### src/rtl/hazard_ctrl.sv
// Pipeline hazard controller: shadow ID/EX, EX/MEM, MEM/WB write info, EX operand
// forwarding selects, load-use stall, taken-branch flush and saturating event counters.
module hazard_ctrl #(
  parameter logic [4:0] ZERO_REG = 5'd31,
  parameter int         CNT_W    = 16
) (
  input  logic             clk,
  input  logic             reset,
  input  logic             hold,
  input  logic             id_valid,
  input  logic [4:0]       id_src1,
  input  logic             id_src1_used,
  input  logic [4:0]       id_src2,
  input  logic             id_src2_used,
  input  logic [4:0]       id_dst,
  input  logic             id_wren,
  input  logic             id_memrd,
  input  logic             ex_br_taken,
  output logic [1:0]       fw_a,
  output logic [1:0]       fw_b,
  output logic             stall,
  output logic             flush_ifid,
  output logic             flush_idex,
  output logic [CNT_W-1:0] stall_cnt,
  output logic [CNT_W-1:0] flush_cnt
);

  localparam logic [CNT_W-1:0] CNT_ONE = {{(CNT_W-1){1'b0}}, 1'b1};
  localparam logic [CNT_W-1:0] CNT_MAX = {CNT_W{1'b1}};

  logic [4:0] ie_src1, ie_src2, ie_dst;
  logic       ie_src1_used, ie_src2_used, ie_wren, ie_memrd;
  logic [4:0] em_dst, mw_dst;
  logic       em_wren, mw_wren;

  logic       load_use, flush, bubble;

  function automatic logic [1:0] fw_sel(input logic [4:0] src, input logic used,
                                        input logic [4:0] e_dst, input logic e_wren,
                                        input logic [4:0] m_dst, input logic m_wren);
    logic [1:0] sel;
    sel = 2'b00;
    if (used && src != ZERO_REG) begin
      if (e_wren && e_dst == src)      sel = 2'b01;
      else if (m_wren && m_dst == src) sel = 2'b10;
    end
    return sel;
  endfunction

  always_comb begin
    fw_a = fw_sel(ie_src1, ie_src1_used, em_dst, em_wren, mw_dst, mw_wren);
    fw_b = fw_sel(ie_src2, ie_src2_used, em_dst, em_wren, mw_dst, mw_wren);
  end

  always_comb begin
    load_use = id_valid && ie_memrd && ie_wren && (ie_dst != ZERO_REG) &&
               ((id_src1_used && id_src1 == ie_dst) || (id_src2_used && id_src2 == ie_dst));
    // Reset gating keeps a stray branch input from flushing while the slots are cleared.
    flush      = ex_br_taken && !hold && !reset;
    stall      = load_use && !hold && !ex_br_taken && !reset;
    flush_ifid = flush;
    flush_idex = flush;
    bubble     = !id_valid || stall || flush;
  end

  always_ff @(posedge clk or posedge reset) begin
    if (reset) begin
      ie_src1      <= ZERO_REG;
      ie_src1_used <= 1'b0;
      ie_src2      <= ZERO_REG;
      ie_src2_used <= 1'b0;
      ie_dst       <= ZERO_REG;
      ie_wren      <= 1'b0;
      ie_memrd     <= 1'b0;
      em_dst       <= ZERO_REG;
      em_wren      <= 1'b0;
      mw_dst       <= ZERO_REG;
      mw_wren      <= 1'b0;
      stall_cnt    <= '0;
      flush_cnt    <= '0;
    end else if (!hold) begin
      mw_dst  <= em_dst;
      mw_wren <= em_wren;
      em_dst  <= ie_dst;
      em_wren <= ie_wren;
      if (bubble) begin
        ie_src1      <= ZERO_REG;
        ie_src1_used <= 1'b0;
        ie_src2      <= ZERO_REG;
        ie_src2_used <= 1'b0;
        ie_dst       <= ZERO_REG;
        ie_wren      <= 1'b0;
        ie_memrd     <= 1'b0;
      end else begin
        ie_src1      <= id_src1;
        ie_src1_used <= id_src1_used;
        ie_src2      <= id_src2;
        ie_src2_used <= id_src2_used;
        ie_dst       <= id_dst;
        ie_wren      <= id_wren;
        ie_memrd     <= id_memrd;
      end
      if (stall && stall_cnt != CNT_MAX) stall_cnt <= stall_cnt + CNT_ONE;
      if (flush && flush_cnt != CNT_MAX) flush_cnt <= flush_cnt + CNT_ONE;
    end
  end

endmodule
### config.mk
export PLATFORM = sky130hd
export DESIGN_NAME = hazard_ctrl
export DESIGN_NICKNAME = d
export VERILOG_FILES = /design/src/rtl/hazard_ctrl.sv
export SDC_FILE = /design/constraint.sdc
export NUM_CORES = 1
export LEC_CHECK = 0
export CAP_MARGIN = 10
export CORE_MARGIN = 4
export CORE_UTILIZATION = 50
export DETAILED_ROUTE_END_ITERATION = 8
export GPL_ROUTABILITY_DRIVEN = 0
export GPL_TIMING_DRIVEN = 0
export PLACE_DENSITY = 0.76
export RECOVER_POWER = 25
export SYNTH_ARGS = -nofsm -noshare
export SYNTH_HDL_FRONTEND = slang
export SYNTH_SLANG_ARGS = --single-unit
export TNS_END_PERCENT = 20
### constraint.sdc
create_clock -name clk -period 3.3 [get_ports clk]
set_clock_uncertainty 0.15 [all_clocks]
set_input_delay 0.66 -clock clk [delete_from_list [all_inputs] [get_ports clk]]
set_output_delay 0.66 -clock clk [all_outputs]
set_load 0.01 [all_outputs]
==> impl_metrics.tcl <==
set metrics [dict create \
    hold_viol 0 \
    ys_warn_count 0 \
    path_buf_inv 1 \
    antenna_found_initial 0 \
    yosysSeqAreaShare_pct 51.5 \
    layout.nets 381 \
    netlist_instances 281 \
    p_sw_share_pct 27.3 \
    total_leakage_power_nw 1.77 \
    grt.overflow.total 0 \
    cp.depth 5 \
    r2r_slack_ns 1.14 \
    intPower_mw 1.38 \
    synth_edf_count 0 \
    cts_hold_buf 0 \
    grt_usage_pct 20.8 \
    ir_drop_uv 360 \
    syn_area_per_cell_um2 11.1 \
    num_rows 28 \
    p_clk_share_pct 34.2 \
    syn-num-nets 307 \
    crit_path_start_kind "register" \
    required_ns 2.49 \
    dieArea_um2 7580 \
    dieHeight_um 87.0 \
    dpl_cell_area_um2 3860 \
    power_frac_seq_pct 50.0 \
    cts_root_buf "clkbuf_8" \
    power_density_nw_per_um2 470 \
    htree_num_levels 3 \
    instances_no_fill 435 \
    grt_pass1_wl_um 12000 \
    cts_tree "yes" \
    fin_util_pct 67.4 \
    outcome "finished, final reports clean" \
    totalPowerFinal_mw 1.90 \
    wl_um 7150 \
    synth-seq-cells 63 \
    antenna_cells 0 \
    max_freq_ghz 0.325 \
    min_path_cells 1 \
    stdcell_area_um2 4040 \
    synth.distinct_cells 36 \
    path_cells "xor2_1 > nor4_1 > nand3_1 > nor3b_1 > clkdlybuf4s50_1" \
    cts_buffer_depth 2 \
    min_path_type "reg -> reg" \
    ys.flop_type "dfrtp_1" \
    tightestPinTransition_ns 1.26 \
    cpMaxStageDelayCell "dfstp_2" \
    die_w_um 87.0 \
    grt_pass1_vias 2442 \
    avgViaCountPerCell 5.49 \
    clkTransAtPathRegs_ns 0.07 \
    setup_viol 0 \
    cp.arrival_ns 2.27 \
    place_hpwl_um 5370 \
    syn_area_um2 3120 \
    max-slew-margin-rel_pct 16.1 \
    drc 0 \
    start_util_pct 52.2 \
    grt_max_degree 35 \
    boundaryPins 63 \
    drive_above_1_share_pct 16.1 \
    post-route-period-util_pct 93.4 \
    wl_per_cell_um 16.4 \
    num_vias 2388 \
    layout_common_cells "clkdlybuf4s50_1 (61), dfrtp_1 (38), xnor2_1 (37), dfstp_2 (25), xor2_1 (22)" \
    first_pass_iters 4 \
    dr.first_iter.drc_count 105 \
    end_kind "output pin" \
    critPathKind "reg -> out" \
    worstRegToRegCells 6 \
    async_reset_ff_share_pct 100 \
    rsz0062_at_grt "false" \
    portBuffers 62 \
    layout_commonest_cell "clkdlybuf4s50_1" \
    core-area_um2 5990 \
    ant_nets 0 \
    slew_viol_final 0 \
    worstPathMaxFanout 4 \
    drv_cap 0 \
    cts.sinks 63 \
    area_delta_synth_final_pct 29.2 \
    critical-path-max-stage-delay_ns 0.60 \
    cts_buffers 9 \
    p_switching_mw 0.517 \
    p_comb_share_pct 15.8 \
    path_delay_family "simple AND/OR/NAND/NOR gates" \
    insertion_delay_ns 0.34 \
    placedCellCount 419 \
    post-route-min-period_ns 3.08 \
]
[power by group through the flow]
stage | Clock [mW] | Sequential (mW) | Combinational (mW)
2_1_floorplan | 0 | 0.952 | 0.162
3_5_place_dp | 0 | 0.960 | 0.303
5_1_grt | 0.696 | 0.961 | 0.329
6_report | 0.648 | 0.948 | 0.299
3_3_place_gp | 0 | 0.958 | 0.296
4_1_cts | 0.659 | 0.948 | 0.305
[state kept, by name (all words and copies together) (netlist names)]
signal,flops
em_dst,5
em_wren,1
flush_cnt,16
ie_dst,5
ie_memrd,1
ie_src1,5
ie_src1_used,1
ie_src2,5
ie_src2_used,1
ie_wren,1
mw_dst,5
mw_wren,1
stall_cnt,16
[worst paths after layout]
check                                                from                   endpoint
worst max-delay path               ie_src2[1]$_DFFE_PP1N_                    fw_b[1]
worst min-delay path            flush_cnt[15]$_DFFE_PP0P_  flush_cnt[15]$_DFFE_PP0P_
worst max register to register   stall_cnt[0]$_DFFE_PP0P_   stall_cnt[1]$_DFFE_PP0P_
worst min register to register  flush_cnt[15]$_DFFE_PP0P_  flush_cnt[15]$_DFFE_PP0P_
max in group asynchronous                           reset   stall_cnt[2]$_DFFE_PP0P_
min in group asynchronous                           reset  stall_cnt[13]$_DFFE_PP0P_
[cell families (layout without fill, tap and decap cells)]
group           count (synthesis)  count (layout)  synth area share (%)
simple gates                   86              86                  15.2
flops                          63              63                  51.5
xor+xnor                       59              59                  16.5
compound gates                 36              36                  9.01
buf+inv                        26             105                  3.72
mux                             9               9                  3.24
fa+ha+maj                       2               2                 0.801
[Yosys cell counts (2+ instances only)]
library cell  count  area (µm²)
dfrtp_1          38         951
xnor2_1          37         324
dfstp_2          25         657
xor2_1           22         193
nand3_1          20         100
inv_1            18        67.6
a2bb2oi_1        15         131
nand4_1          15        93.8
nand2_1          14        52.6
and3_1           11        68.8
mux2_2            9         101
nor2_1            9        33.8
o21ai_0           7        35.0
a22o_1            4        35.0
clkbuf_1          4        15.0
nor3b_1           4        30.0
nor4_1            4        25.0
buf_4             3        22.5
a21oi_1           2        10.0
and2_1            2        12.5
ha_1              2        25.0
nor3_1            2        10.0
[layer usage]
metal  routed length (µm)  part of all wire, %  vias up  track usage (%)
met5                    0                    0        -                0
met4                  114                  1.6        0             6.66
met3                  383                  5.4       12             7.38
met2                 3620                   51       60             35.1
met1                 3030                   42     1174             24.8
li1                     -                    -     1142                -
[through the flow]
step | setup TNS (ns) | hold slack (ns) | setup WS (ns)
after detailed placement | 0 | 0.339 | 0.0698
after CTS | 0 | 0.348 | 0.0564
after global routing | 0 | 0.375 | 0.0357
after global placement | -7.00 | 0.325 | -0.187
final | 0 | 0.346 | 0.219
after floorplan | 0 | 0.318 | 0.962
[repair_timing]
action / 4_1_cts / 5_1_grt
endpoints found under the setup margin: 0 / 1
endpoints found under the hold margin: 0 / 0
setup buffers: 0 / 0
gates resized for setup: 0 / 1
[cell type report]
cell class	instances	area (µm²)
Fill cell	449	1960
Clock buffer	10	128
Inverter	18	67.6
Clock inverter	6	61.3
Buffer	8	48.8
Tap cell	75	93.8
Multi-Input combinational cell	192	1400
Timing Repair Buffer	63	628
Sequential cell	63	1610
No activity file was read; power rests on OpenSTA's default activity.
